## config.mk

```make
export PLATFORM = sky130hd
export DESIGN_NAME = goe_trigger_ctrl
export DESIGN_NICKNAME = d
export VERILOG_FILES = /design/src/rtl/goe_trigger_ctrl.sv
export SDC_FILE = /design/constraint.sdc
export NUM_CORES = 1
export LEC_CHECK = 0
export ABC_AREA = 0
export CAP_MARGIN = 10
export CORE_UTILIZATION = 54
export CTS_BUF_LIST = sky130_fd_sc_hd__clkbuf_4
export DETAILED_ROUTE_END_ITERATION = 10
export PLACE_DENSITY = 0.84
export SYNTH_ARGS = -nofsm -noshare
export SYNTH_HDL_FRONTEND = slang
export SYNTH_SLANG_ARGS = --single-unit
```

## constraint.sdc

```tcl
create_clock -name clk -period 2.31 [get_ports clk]
set_input_delay 0.462 -clock clk [delete_from_list [all_inputs] [get_ports clk]]
set_output_delay 0.462 -clock clk [all_outputs]
set_load 0.02 [all_outputs]
```

## src/rtl/goe_trigger_ctrl.sv

```systemverilog
// goe_trigger_ctrl: qualifies GOE LUT trigger classes and sequences the MAROC hold/readout/holdoff cycle
module goe_trigger_ctrl #(
    parameter int DELAY_W   = 8,
    parameter int HOLDOFF_W = 16,
    parameter int CNT_W     = 32
) (
    input  logic                 clk,
    input  logic                 rst,
    input  logic                 en,
    input  logic [1:0]           spo,
    input  logic [1:0]           class_mask,
    input  logic [DELAY_W-1:0]   hold_delay,
    input  logic [HOLDOFF_W-1:0] holdoff,
    input  logic                 rd_done,
    output logic                 hold,
    output logic                 trig_stb,
    output logic [1:0]           trig_class,
    output logic                 busy,
    output logic [CNT_W-1:0]     trig_cnt,
    output logic [CNT_W-1:0]     miss_cnt
);
    typedef enum logic [1:0] {IDLE, DELAY, HOLD, HOLDOFF} state_t;
    state_t state, state_n;
    logic [1:0] s1, s2;
    logic [DELAY_W-1:0] dly_cnt, dly_n;
    logic [HOLDOFF_W-1:0] ho_cnt, ho_n;
    logic evt, accept, miss;
    assign evt    = (s1 != 2'b00) && (s2 == 2'b00);
    assign accept = evt && en && state == IDLE;
    assign miss   = evt && en && state != IDLE;
    assign busy   = state != IDLE;
    // state register
    always_ff @(posedge clk) begin
        state <= rst ? IDLE : state_n;
    end
    // next state; delay/holdoff are latched at acceptance so later input changes cannot disturb a sequence
    always_comb begin
        state_n = state;
        dly_n   = dly_cnt;
        ho_n    = ho_cnt;
        case (state)
            IDLE: if (accept) begin
                dly_n   = hold_delay;
                ho_n    = holdoff;
                state_n = hold_delay == '0 ? HOLD : DELAY;
            end
            DELAY: begin
                dly_n   = dly_cnt - DELAY_W'(1);
                state_n = dly_cnt == DELAY_W'(1) ? HOLD : DELAY;
            end
            HOLD: if (rd_done) state_n = ho_cnt == '0 ? IDLE : HOLDOFF;
            HOLDOFF: begin
                ho_n    = ho_cnt - HOLDOFF_W'(1);
                state_n = ho_cnt == HOLDOFF_W'(1) ? IDLE : HOLDOFF;
            end
            default: state_n = IDLE;
        endcase
    end
    // input edge pipeline, registered outputs and saturating counters
    always_ff @(posedge clk) begin
        if (rst) begin
            s1         <= '0;
            s2         <= '0;
            dly_cnt    <= '0;
            ho_cnt     <= '0;
            hold       <= 1'b0;
            trig_stb   <= 1'b0;
            trig_class <= '0;
            trig_cnt   <= '0;
            miss_cnt   <= '0;
        end else begin
            s1       <= spo & class_mask;
            s2       <= s1;
            dly_cnt  <= dly_n;
            ho_cnt   <= ho_n;
            hold     <= state_n == HOLD;
            trig_stb <= accept;
            if (accept) trig_class <= s1;
            if (accept && trig_cnt != '1) trig_cnt <= trig_cnt + CNT_W'(1);
            if (miss && miss_cnt != '1) miss_cnt <= miss_cnt + CNT_W'(1);
        end
    end
endmodule
```

Yosys cells after proc, flatten, opt, wreduce, memory -nomap -nowiden
Index checks and enable logic that the tools add are counted.
{ "classes": {"add_sub_neg": 4, "eq_ne": 9, "mux": 11, "n_bitwise": 1, "n_reduce_logical": 16} }
{ "ops": {"columns": ["cell", "n"], "rows": [
  ["$add A32 B1 Y32 const B", 2],
  ["$ne A32 B32 Y1 const B", 2],
  ["$pmux W16 S2", 1],
  ["$eq A16 B1 Y1 const B", 1],
  ["$logic_not A16 Y1", 1],
  ["$mux W16", 1],
  ["$pmux W8 S2", 1],
  ["$sub A16 B1 Y16 const B", 1],
  ["$mux W2", 6],
  ["$eq A8 B1 Y1 const B", 1],
  ["$logic_not A8 Y1", 1],
  ["$mux W8", 1],
  ["$pmux W2 S4", 1],
  ["$reduce_bool A2 Y1", 4],
  ["$sub A8 B1 Y8 const B", 1],
  ["$eq A2 B2 Y1 const B", 3],
  ["$logic_and A1 B1 Y1", 6],
  ["$logic_not A2 Y1", 2],
  ["$reduce_and A2 Y1", 2],
  ["$and A2 B2 Y2", 1],
  ["$eq A2 B1 Y1 const B", 1],
  ["$ne A2 B2 Y1 const B", 1]
]} }
{ "totals": {"regBits": 98, "in_bits": 32, "output_inout_bits": 69, "wordCells": 51} }

Logic depth before layout (Yosys ltp)
{ "depth": {"ltp_word": 7, "ltp_mapped": 9, "depth_no_buf": 7} }

Worst setup path before layout
No wires, ideal clock.
{ "synth_timing": {"path_kind": "register to register", "startpoint": "register miss_cnt[0]", "endpoint": "register miss_cnt[1]", "setup_ns": 0.128, "arrival_ns": 2.188, "t_required_ns": 2.182, "slack_ns": -0.005, "path_stages_with_launch": 9, "path_buffers": 2, "synth_period_minus_slack_ns": 2.315, "cell_sequence": "dfxtp_1 ha_1 clkbuf_1 nand4_1 or4_1 o31ai_2 buf_4 mux2i_1 nor2_1"} }
{ "synth_via": {"elab_chain_cells": 2, "elab_cells_between_ends": 3, "cone_classes": "add/sub: 1; eq/ne: 1; reduce/logical: 1"} }
{ "synth_rtl": {"columns": ["element", "line_no", "rtl"], "rows": [
  ["start: declaration", "20", "output logic [CNT_W-1:0] miss_cnt"],
  ["start signal: assignment", "80", "if (miss && miss_cnt != '1) miss_cnt <= miss_cnt + CNT_W'(1);"],
  ["parallel branches: the longest is 2 deep, another holds $add A32 B1 Y32", null, null]
]} }
Parallel ways; which one is timed is not known.
A chain may end at the register's enable or synchronous reset.

Final worst setup path
{ "layout_timing": {"startpoint": "register state[1]", "endpoint": "output busy"} }
{ "layout_via": {"elab_chain_cells": 1} }
{ "layout_rtl": {"columns": ["element", "line_no", "rtl"], "rows": [
  ["start: declaration", "23", "state_t state, state_n;"],
  ["start signal: assignment", "34", "state <= rst ? IDLE : state_n;"],
  ["$reduce_bool A2 Y1", "31", "assign busy = state != IDLE;"],
  ["end: declaration", "18", "output logic busy,"]
]} }
Every way passes these cells.

==> results.md <==
- Period utilization: 96.3%
- Syn nets: about 660
- Initial DRC count: ~290
- Static leakage: between 2 and 2.5 nW
- Initial antenna violation count: 1
- Power per cell area: about 460 nW/um2
- Synthesized area per cell: a little over 8 um2
- Nets@finish: 786
- Area grow syn2layout: 30.3%
- Psw: 0.000803 W
- Post-route ant nets: 0
- Worst-margin pin slew: 700 ps
- Crit-path cells: nor2_2 > inv_2 > clkdlybuf4s50_1
- Worst-path clk slew: between 150 and 200 ps
- H-tree levels: 3
- Crit Path Max Fanout: 8
- Synth warn: 0
- Max cap viols: 0
- Hold Startpoint: rst
- Number of synthesized register bits: 98
- Hold EP: trig_cnt[3]
- Worst skew pair latency: ~460 ps
- Final worst path period need: 2220 ps
- Row cnt: 34
- Pint: around 0.0022 W
- Final slew viol count: 0
- Placed inst area: 6410 um2
- Yosys cell types: 60
- IO Count: 101
- Largest net degree at the start of global routing: 30
- Die height: 98.6 um
- Comb power frac: 10.2%
- CP arrival: between 1500 and 2000 ps
- Dpl cells: approximately 840
- Status: complete, no violations
- Ys flop type: dfxtp_1
- Final-report hold violation count: 0
- Synth area leaders: dfxtp_1 (39%), a21oi_1 (8.4%), or4_1 (4.6%), or3_1 (4.2%), o31ai_1 (3.6%)
- GRT overflow: 0
- Post-route cell area: between 6000 and 7000 um2
- Hold_ws: 460 ps
- Vias: 5457
- Hpwl dp: ~10 mm
- Die area: between 9000 and 10000 um2
- Reg-to-reg startpoint: miss_cnt[1]
- Routed vias/inst: roughly 6.3
- CTS root buffer: clkbuf_4
- Count leader, synth: dfxtp_1
- TritonCTS clock tree: done
- Cell Count, Final, Fillers Out: approximately 860
- Register-to-register setup slack: approximately 100 ps
- CP max stage cell: clkdlybuf4s50_1
- Clock power frac: a little under a third
- Total GRT Usage: between 20 and 30%
- Sw Share: between 20% and 30%
- Peak Freq: 450 MHz
- WP data required: roughly 1900 ps
- DRC viols: 0
- Core area: 8890 um2
- Sequential share of power: 58.6%
- Commonest cells post-synth: dfxtp_1 (98), a21oi_1 (85), nand2_1 (47), nor2_1 (36)
- Mapped cell area: about 5000 um2
- Final core utilization: 73.9%
- Die X: 98.6 um
- Share of cells above drive strength 1: between 10% and 20%
- CP bufs+invs: 2
- CP startpoint kind: flop
- Starting Density: ~57%
- First-pass GRT wire length: around 23 mm
- Drt total wl: roughly 14 mm
- PortBufs: 100
- Sequential element share of the synthesized area: between 30% and 40%
- CTS sink cnt: 98
- Setup violations, final: 0
- Worst Hold Depth: 2
- Max transition margin: a little over half
- EDFF count, synth: 0
- Power Total: between 0.002 and 0.003 W
- Ys async rst share: 0%
- GP Congestion: approximately 0.89
- DR WL/cell: roughly 16 um
- Worst setup EP type: output port
- Worst Reg-to-Reg Cells: 8
- Skew final: about 17 ps
- Clock buffer depth: 2
- WS Path Type: reg -> out
- Min-Delay Path Class: in -> reg
- Vias in the first global route: a little over 5000
- Number of CTS-inserted buffers: 9
- Post-Synthesis Cells: roughly 620
- Top Family by Delay on Critical Path: buffers and inverters
- TritonRoute pass-1 iters: 4
- Reg2reg end: miss_cnt[1]
- Top-area cell type share of the netlist area: between 30 and 40%
- Yosys top cell by area: dfxtp_1
- Max stage delay on crit path: about 620 ps
- Worst VDD drop: between 0.0003 and 0.0004 V
- Fill count: between 600 and 700
per-layer routing:
layer | up-vias | part of all wire, % | GRT usage, %
li1 | 2628 | - | -
met5 | - | 0 | 0
met2 | 225 | 48 | 47.8
met4 | 0 | 1.6 | 10.8
met3 | 21 | 6.3 | 3.62
met1 | 2583 | 44 | 37.2
placed cells by master, fill, tap and decap left out, types with 2 or more instances in the layout:
cell type,netlist,routed
clkbuf_4,0,9
o21ai_0,28,28
o21ai_1,4,4
clkdlybuf4s50_1,0,99
nor3b_1,2,2
nor2b_1,9,9
a31oi_1,7,7
o31ai_1,24,24
inv_1,11,11
nand4_1,25,25
nor4b_1,2,2
nand4b_1,5,5
nand2_1,47,47
nand3b_1,2,2
a21oi_1,85,85
buf_4,3,49
and3_1,8,8
o211ai_1,7,7
dfxtp_1,98,97
clkinv_1,0,2
and2_1,6,6
nand2b_1,3,3
nor3_1,14,14
ha_1,7,7
a22oi_1,4,4
a211oi_1,3,3
mux2_2,4,4
o41ai_1,2,2
o2111ai_1,2,2
clkinv_4,0,2
nor4_4,3,3
or2_2,3,3
and4_1,8,8
nand3_1,34,34
nor2_1,36,36
or4_1,31,30
nor4_1,6,6
or3_1,34,33
registers in the layout, summed over array words and instances, names as in the netlist:
name,count
state,2
trig_class,2
trig_cnt,32
ho_cnt,16
dly_cnt,8
hold,1
s1,2
miss_cnt,32
trig_stb,1
s2,2
kinds of logic after synthesis:
logic type | share of synthesized area, %
and+or+nand+nor | 32.8
AOI/OAI and AO/OA | 21.0
DFF | 38.9
buffers and inverters | 3.82
adders and majority gates | 1.74
muxes | 1.32
xor gates and xnor gates | 0.348
worst max path at each step:
stage | slack (ps) | start | end | cells past startpoint
finish | 90 | state[1] | busy | 3
global route | -10 | miss_cnt[1] | miss_cnt[0] | 8
CTS | 80 | state[1] | busy | 3
detailed placement | -190 | en | trig_cnt[31] | 7
global placement | -140 | en | trig_cnt[5] | 5
floorplan | -3 | miss_cnt[0] | miss_cnt[7] | 9
metrics by stage:
stage / setup TNS [ps] / worst slack [ps]
6_report: 0 / 85.9
5_1_grt: -23.0 / -14.8
4_1_cts: 0 / 76.7
3_5_place_dp: -4280 / -189
3_3_place_gp: -1650 / -139
2_1_floorplan: -2.97 / -2.97
power by group through the flow:
stage	clock network (W)	registers, W	logic [W]
floorplan	0	0.00179	0.000176
global placement	0	0.00179	0.000288
detailed placement	0	0.00179	0.000300
CTS	0.000947	0.00175	0.000302
global route	0.00101	0.00176	0.000331
finish	0.000937	0.00176	0.000304
cell type report:
type / instances / area, um2 / area share, %
clock inverters: 7 / 68.8 / 1.05
inverters: 12 / 45.0 / 0.686
repair buffers: 150 / 1380 / 21.1
clock buffers: 9 / 67.6 / 1.03
diodes: 1 / 2.50 / 0.0381
well taps: 108 / 135 / 2.06
flip-flops and latches: 98 / 1960 / 29.9
multi-input cells: 476 / 2900 / 44.2
worst register-to-register path, cell delays in order, from the launching register on:
cell     delay [ps]
dfxtp_1         410
ha_1            250
nand4_1         110
or4_4           470
o31ai_4         380
buf_12          160
buf_4           120
mux2i_1         180
nor2_1           50
what timing repair did:
action                                  CTS  global route
gates resized for setup                   0             3
hold buffers                              0             0
endpoints found under the setup margin    0             7
buffers inserted                          0             1
(Power assumes the default switching activity.)
